[src/rtl/dga_rs_pkg.sv]
// Shared constants for the gated R/S latch bank: S=R=1 resolution modes and parameter limits.
package dga_rs_pkg;

   localparam int RS_MODE_NEC     = 0;
   localparam int RS_MODE_SET_DOM = 1;
   localparam int RS_MODE_RST_DOM = 2;
   localparam int RS_MODE_TOGGLE  = 3;

   localparam int RS_WIDTH_MIN    = 1;
   localparam int RS_WIDTH_MAX    = 32;
   localparam int RS_FILT_CYC_MIN = 1;
   localparam int RS_FILT_CYC_MAX = 15;

   // Stability counter width; must hold RS_FILT_CYC_MAX.
   localparam int RS_CNT_W = 4;

endpackage

[src/rtl/rs_input_filter.sv]
// One-channel stability filter: forwards the {g,s,r} triple only after FILT_CYC
// consecutive identical samples; any change restarts the count.
module rs_input_filter
   import dga_rs_pkg::*;
#(
   parameter int FILT_CYC = 2
) (
   input  logic       clk,
   input  logic       rst,
   input  logic [2:0] raw,
   output logic [2:0] fwd
);

   localparam logic [RS_CNT_W-1:0] FILT_LIM = RS_CNT_W'(FILT_CYC);

   logic [2:0]          prev;
   logic [RS_CNT_W-1:0] cnt;
   logic [RS_CNT_W-1:0] cnt_nxt;

   // cnt==0 means no history yet, so the first post-reset sample starts a fresh run.
   always_comb begin
      cnt_nxt = cnt;
      if ((cnt == '0) || (raw != prev)) begin
         cnt_nxt = RS_CNT_W'(1);
      end else if (cnt < FILT_LIM) begin
         cnt_nxt = cnt + RS_CNT_W'(1);
      end
   end

   always_ff @(posedge clk) begin
      if (rst) begin
         prev <= '0;
         cnt  <= '0;
         fwd  <= '0;
      end else begin
         prev <= raw;
         cnt  <= cnt_nxt;
         // Keeps forwarding while stable, so a held triple re-applies every cycle.
         if (cnt_nxt == FILT_LIM) begin
            fwd <= raw;
         end
      end
   end

endmodule

[src/rtl/rs_latch_bank.sv]
// Bank of WIDTH independent gated R/S latches with sticky change flags and an irq.
// Optional input glitch filter enabled by macro RS_LATCH_BANK_GLITCH_FILTER_EN.
module rs_latch_bank
   import dga_rs_pkg::*;
#(
   parameter int WIDTH    = 8,
   parameter int MODE     = 0,
   parameter int FILT_CYC = 2
) (
   input  logic             sysclk,
   input  logic             sys_rst,
   input  logic [WIDTH-1:0] s_i,
   input  logic [WIDTH-1:0] r_i,
   input  logic [WIDTH-1:0] g_i,
   input  logic [WIDTH-1:0] clr_i,
   output logic [WIDTH-1:0] q_o,
   output logic [WIDTH-1:0] qb_o,
   output logic [WIDTH-1:0] chg_o,
   output logic             irq_o
);

   if ((WIDTH < RS_WIDTH_MIN) || (WIDTH > RS_WIDTH_MAX)) begin : g_bad_width
      $error("rs_latch_bank: WIDTH %0d out of range", WIDTH);
   end
   if ((FILT_CYC < RS_FILT_CYC_MIN) || (FILT_CYC > RS_FILT_CYC_MAX)) begin : g_bad_filt
      $error("rs_latch_bank: FILT_CYC %0d out of range", FILT_CYC);
   end
   if ((MODE < RS_MODE_NEC) || (MODE > RS_MODE_TOGGLE)) begin : g_bad_mode
      $error("rs_latch_bank: MODE %0d out of range", MODE);
   end

   logic [WIDTH-1:0] eff_s;
   logic [WIDTH-1:0] eff_r;
   logic [WIDTH-1:0] eff_g;

`ifdef RS_LATCH_BANK_GLITCH_FILTER_EN
   for (genvar i = 0; i < WIDTH; i++) begin : g_filt
      rs_input_filter #(
         .FILT_CYC(FILT_CYC)
      ) u_filt (
         .clk(sysclk),
         .rst(sys_rst),
         .raw({g_i[i], s_i[i], r_i[i]}),
         .fwd({eff_g[i], eff_s[i], eff_r[i]})
      );
   end
`else
   assign eff_s = s_i;
   assign eff_r = r_i;
   assign eff_g = g_i;
`endif

   logic [WIDTH-1:0] q_nxt;
   logic [WIDTH-1:0] qb_nxt;
   logic [WIDTH-1:0] chg_nxt;

   always_comb begin
      q_nxt  = q_o;
      qb_nxt = qb_o;
      for (int i = 0; i < WIDTH; i++) begin
         if (eff_g[i]) begin
            if (eff_s[i] && !eff_r[i]) begin
               q_nxt[i]  = 1'b1;
               qb_nxt[i] = 1'b0;
            end else if (!eff_s[i] && eff_r[i]) begin
               q_nxt[i]  = 1'b0;
               qb_nxt[i] = 1'b1;
            end else if (eff_s[i] && eff_r[i]) begin
               case (MODE)
                  RS_MODE_NEC: begin
                     q_nxt[i]  = 1'b1;
                     qb_nxt[i] = 1'b1;
                  end
                  RS_MODE_SET_DOM: begin
                     q_nxt[i]  = 1'b1;
                     qb_nxt[i] = 1'b0;
                  end
                  RS_MODE_RST_DOM: begin
                     q_nxt[i]  = 1'b0;
                     qb_nxt[i] = 1'b1;
                  end
                  default: begin
                     q_nxt[i]  = ~q_o[i];
                     qb_nxt[i] = ~qb_o[i];
                  end
               endcase
            end
         end
      end
      // A change on the same edge as a clear keeps the flag set.
      chg_nxt = (chg_o & ~clr_i) | (q_nxt ^ q_o) | (qb_nxt ^ qb_o);
   end

   always_ff @(posedge sysclk) begin
      if (sys_rst) begin
         q_o   <= '0;
         qb_o  <= '1;
         chg_o <= '0;
      end else begin
         q_o   <= q_nxt;
         qb_o  <= qb_nxt;
         chg_o <= chg_nxt;
      end
   end

   assign irq_o = |chg_o;

endmodule

[config.mk]
export PLATFORM = sky130hd
export DESIGN_NAME = rs_latch_bank
export DESIGN_NICKNAME = d
export VERILOG_FILES = /design/src/rtl/dga_rs_pkg.sv /design/src/rtl/rs_input_filter.sv /design/src/rtl/rs_latch_bank.sv
export SDC_FILE = /design/constraint.sdc
export NUM_CORES = 1
export LEC_CHECK = 0
export ABC_AREA = 1
export BUFFER_PORTS_ARGS = -buffer_cell sky130_fd_sc_hd__buf_2
export CORE_MARGIN = 2
export CORE_UTILIZATION = 45
export DETAILED_ROUTE_END_ITERATION = 16
export PLACE_DENSITY = 0.8
export SETUP_SLACK_MARGIN = 0.5
export SLEW_MARGIN = 15
export SYNTH_ARGS = -nofsm -noshare
export SYNTH_HDL_FRONTEND = slang
export SYNTH_HIERARCHICAL = 1
export SYNTH_SLANG_ARGS = --single-unit
export TNS_END_PERCENT = 30
[constraint.sdc]
create_clock -name sysclk -period 2.3 [get_ports sysclk]
set_clock_uncertainty 0.15 [all_clocks]
set_input_delay 0.345 -clock sysclk [delete_from_list [all_inputs] [get_ports sysclk]]
set_output_delay 0.345 -clock sysclk [all_outputs]
set_load 0.01 [all_outputs]
==> results of run 1 <==
[synth_stat cells (all sizes together)]
cell,number
buf,2
a21oi,11
dfxtp,24
nand2,69
nand3,8
nand4,8
nor4,2
nor2,30
inv,14
[stage by stage]
stage | hold slack (ns) | power, mW | cell area, sq um | utilization, %
final | 0.155 | 0.964 | 1470 | 65.4
after global routing | 0.148 | 1.04 | 1470 | 65.4
after CTS | 0.148 | 0.973 | 1470 | 65.0
after detailed placement | 0.339 | 0.675 | 1410 | 62.7
after global placement | 0.330 | 0.672 | 1410 | 62.7
after floorplan | 0.264 | 0.592 | 1100 | -
[worst max-delay path, cell delays in order, from the launching register on]
cell     delay [ns]
dfxtp_2        0.35
nor4_2         0.28
nand2_1        0.08
buf_2          0.14
[final timing paths]
check,startpoint,to,slack [ns],cells after the start
hold reg to reg,q_o[6],q_o[6],0.36,2
setup / recovery,chg_o[3],irq_o,0.64,3
hold / removal,r_i[6],qb_o[6],0.16,3
setup reg to reg,q_o[2],chg_o[2],1.32,5
[layout make-up]
class	instances	area, sq um	share of cell area [%]
multi-input combinational	128	562	38.1
inverter	14	52.6	3.57
tap	28	35.0	2.38
timing repair buffer	58	290	19.7
clock buffer	3	22.5	1.53
clock inverter	1	30.0	2.04
sequential	24	482	32.7
[where the power goes]
part / switching, mW / total (mW) / internal (mW) / leakage, nW
Combinational: 0.106 / 0.189 / 0.0833 / 0.606
Clock: 0.122 / 0.298 / 0.176 / 0.0279
Sequential: 0.0285 / 0.477 / 0.449 / 0.199
[registers in the layout, summed over array words and instances (netlist names)]
signal  count
q_o         8
chg_o       8
qb_o        8
[layer usage]
| metal | wire length (um) | part of all wire [%] | track usage (%) | vias up |
|---|---|---|---|---|
| li1 | - | - | - | 653 |
| met1 | 1040 | 43 | 19.9 | 518 |
| met2 | 1210 | 50 | 36.0 | 34 |
| met3 | 167 | 6.9 | 6.21 | 2 |
| met4 | 17 | 0.70 | 5.98 | 0 |
| met5 | 0 | 0 | 0 | - |
[cell families (layout without fill, tap and decap cells)]
group | count (synthesis) | count (layout) | synth area share (%)
buffers and inverters | 16 | 76 | 5.91
flip-flops | 24 | 24 | 43.6
AND/OR/NAND/NOR | 117 | 117 | 44.4
AO/OA/AOI/OAI | 11 | 11 | 6.02
==> impl_metrics.tcl, run 1 <==
set metrics [dict create \
    status "complete, no violations" \
    final_cell_mix "nand2_1 (66), buf_2 (58), nor2_1 (27), dfxtp_1 (23), inv_1 (13)" \
    synth_top_cell_by_area "dfxtp_1" \
    clk_pin_slew_ns 0.13 \
    worst_slack_ns 0.637 \
    numCtsBuffers 3 \
    io_pins 59 \
    grt-ovfl-total 0 \
    synth.area.top_cells "dfxtp_1 (44%), nand2_1 (23%), nor2_1 (9.2%)" \
    root_buffer "clkbuf_4" \
    die_area_sq_um 2860 \
    cp.arrival_ns 1.17 \
    fin_cells 256 \
    synth.avg_cell_area_sq_um 6.55 \
    preCtsSetupSlack_ns 0.930 \
    final_common_cell "nand2_1" \
    track_usage_pct 19.2 \
    ys_seq_area_share_pct 43.6 \
    core_sq_um 2250 \
    vias_per_cell 4.71 \
    rsz0062_at_grt "false" \
    initial_core_util_pct 48.8 \
    dr.pass1.iters 4 \
    cts_buffer_depth 2 \
    critPathRequiredTime_ns 1.80 \
    setup_tns_ns 0 \
    setup_viol 0 \
    setup.worst_path.start_class "flip-flop" \
    leakagePower_nw 0.833 \
    powerDensity_nw_per_um2 654 \
    cts_hold_buf 0 \
    place.gp.congestion 0.803 \
    max-vdd-ir-drop_mv 0.494 \
    wl_per_cell_um 9.50 \
    fill_cells 241 \
    synth_top_area_share_pct 43.6 \
    finalMaxSlewViolations 0 \
    post_cts_resized 0 \
    drtIter0Drc 9 \
    finalCritPeriodShare_pct 72.3 \
    synth-seq-cells 24 \
    post_cts_buffers 0 \
    cts_sinks 24 \
    maxCapViolCount 0 \
    path_class "reg -> out" \
    dp.cells 252 \
    htree_levels 1 \
    grt_max_degree 19 \
    drive_gt1_share_pct 32.5 \
    drcViolationCount 0 \
    ys_types 14 \
    max_freq_ghz 0.601 \
    worst_setup_path_end_kind "primary output" \
    antenna_found_initial 0 \
    antenna_cells 0 \
    synthToLayoutAreaGrowth_pct 33.9 \
    grt_first_pass_wirelength_mm 3.94 \
    final.min_clock_period_ns 1.66 \
    rows 17 \
    dieHeight_um 53.5 \
    syn_inst 168 \
    wl_mm 2.43 \
    fp.dieW_um 53.5 \
    max_slew.worst_pin.slew_ns 0.281 \
    yosysWarnings 6 \
    synth.net_count 202 \
    port_buffers 58 \
    dp.final_hpwl_mm 1.92 \
    finalHoldViolations 0 \
    syn-cell-area_sq_um 1100 \
    slew_headroom_pct 81.3 \
    hp-class "in -> reg" \
    cts_tree "yes" \
    clk_latency_ns 0.31 \
    grt_pass1_vias 1009 \
    nets 263 \
    critPathMaxFanout 3 \
    vias 1207 \
    ant_nets 0 \
]
(Power assumes the default switching activity.)
==> run 2, diff against run 1 <==
CORE_UTILIZATION = 39   (was 45)
PLACE_DENSITY = 0.74   (was 0.8)
clock period = 1.4 ns   (was 2.3 ns; I/O delays follow)
==> impl_metrics.tcl, run 2 (synthesis gave the netlist of run 1 again) <==
set metrics [dict create \
    dp.final_hpwl_mm 1.89 \
    top_regs "chg_o (8), q_o (8), qb_o (8)" \
    wl_mm 2.84 \
    drive_gt1_share_pct 54.1 \
    powerDensity_nw_per_um2 942 \
    crit_path_top_delay_cell "dfxtp_2" \
    rsz0062_at_grt "true" \
    setup_viol 1 \
    final_cell_area_sq_um 1880 \
    cts_sinks 24 \
    slowest_delay_ns 0.36 \
    final_common_cell "nand2_1" \
    root_buffer "clkbuf_4" \
    worst_slack_ns -0.130 \
    core_sq_um 2710 \
    numCtsBuffers 3 \
    critPathRequiredTime_ns 1.04 \
    antenna_cells 0 \
    finalCritPeriodShare_pct 109 \
    drcViolationCount 0 \
    dieHeight_um 57.1 \
    track_usage_pct 18.5 \
    place.gp.congestion 0.726 \
    grt_pass1_vias 1155 \
    path_cells "nor4_4, nand2_1, buf_2" \
    max-vdd-ir-drop_mv 0.672 \
    rows 19 \
    final.min_clock_period_ns 1.53 \
    drtIter0Drc 10 \
    max_slew.worst_pin.slew_ns 0.316 \
    die_area_sq_um 3260 \
    cp.arrival_ns 1.17 \
    hp-class "in -> reg" \
    critPathMaxFanout 3 \
    rr_worst_depth 8 \
    place_area_sq_um 1430 \
    maxCapViolCount 0 \
    violations "negative setup slack" \
    setup_tns_ns -0.130 \
    preCtsSetupSlack_ns 0.144 \
    finalPower_mw 1.77 \
    final_cell_mix "nand2_1 (56), buf_2 (35), buf_6 (33), nor2_1 (23), dfxtp_2 (21)" \
    cts_buffer_depth 2 \
    cts_tree "yes" \
    worstSetupPathDepth 3 \
    leakagePower_nw 0.968 \
    finalMaxSlewViolations 0 \
    grt-ovfl-total 0 \
    vias 1274 \
    synthToLayoutAreaGrowth_pct 71.0 \
    nets 277 \
    worst_setup_path_end_kind "primary output" \
    initial_core_util_pct 40.6 \
    setup.worst_path.start_class "flip-flop" \
    finalHoldViolations 0 \
    ant_nets 0 \
    wl_per_cell_um 10.4 \
    grt_max_degree 19 \
    dr.pass1.iters 4 \
    holdPathStages 3 \
    htree_levels 1 \
    io_pins 59 \
    status "complete, but fails checks" \
    slew_headroom_pct 78.9 \
    path_class "reg -> out" \
    vias_per_cell 4.67 \
    clk_latency_ns 0.32 \
    clk_pin_slew_ns 0.14 \
    max_freq_ghz 0.653 \
    antenna_found_initial 0 \
    fp.dieW_um 57.1 \
    cpLargestDelayFamily "flip-flops" \
    grt_first_pass_wirelength_mm 4.77 \
    port_buffers 58 \
    cp_num_buf_inv 1 \
]
==> run 2: cell types whose count changed in the layout (fill, tap and decap cells not counted), sizes merged <==
cell  before  now
buf       58   72
==> run 2: layer usage <==
| metal | GRT usage, % | share of wire, % | up-vias |
|---|---|---|---|
| met3 | 4.54 | 7.2 | 4 |
| met1 | 22.1 | 42 | 550 |
| met5 | 0 | 0 | - |
| met4 | 6.98 | 1.2 | 0 |
| met2 | 32.0 | 50 | 37 |
| li1 | - | - | 683 |
==> run 2: layout make-up <==
class | instances | area [sq um]
Clock inverter | 1 | 30.0
Timing Repair Buffer | 72 | 577
Sequential cell | 24 | 518
Clock buffer | 3 | 22.5
Inverter | 14 | 52.6
Fill cell | 232 | 827
Multi-Input combinational cell | 128 | 644
Tap cell | 31 | 38.8
==> run 2: worst paths after layout <==
path / startpoint / endpoint / slack (ns)
setup / recovery: chg_o[6] / irq_o / -0.13
hold / removal: r_i[5] / qb_o[5] / 0.005
setup reg to reg: chg_o[3] / chg_o[3] / 0.23
hold reg to reg: q_o[7] / q_o[7] / 0.35
==> run 2: repair_timing <==
action,in CTS,in global routing
setup buffers,9,4
hold endpoints to repair,1,0
setup endpoints to repair,33,37
pin swaps,25,27
gates resized for setup,54,26
==> run 2: worst reg2reg max path, delay by kind of cell (launching register included) <==
family        cells  cell delay, ns
simple gates      5            0.30
buf+inv           3            0.28
flops             1            0.36
==> run 2: power breakdown <==
| group | internal [mW] | switching (mW) | total (mW) |
|---|---|---|---|
| sequential | 0.747 | 0.0583 | 0.806 |
| clock | 0.290 | 0.219 | 0.508 |
| combinational | 0.248 | 0.212 | 0.460 |
| total | 1.28 | 0.489 | 1.77 |
==> run 2: per-stage QoR <==
step | instances | hold WS, ns | util (%)
6_report | 273 | 0.00502 | 69.5
4_1_cts | 269 | -0.000453 | 65.1
5_1_grt | 273 | 0.0184 | 69.5
3_3_place_gp | 256 | 0.324 | 52.8
3_5_place_dp | 256 | 0.322 | 52.8
2_1_floorplan | 168 | 0.122 | -
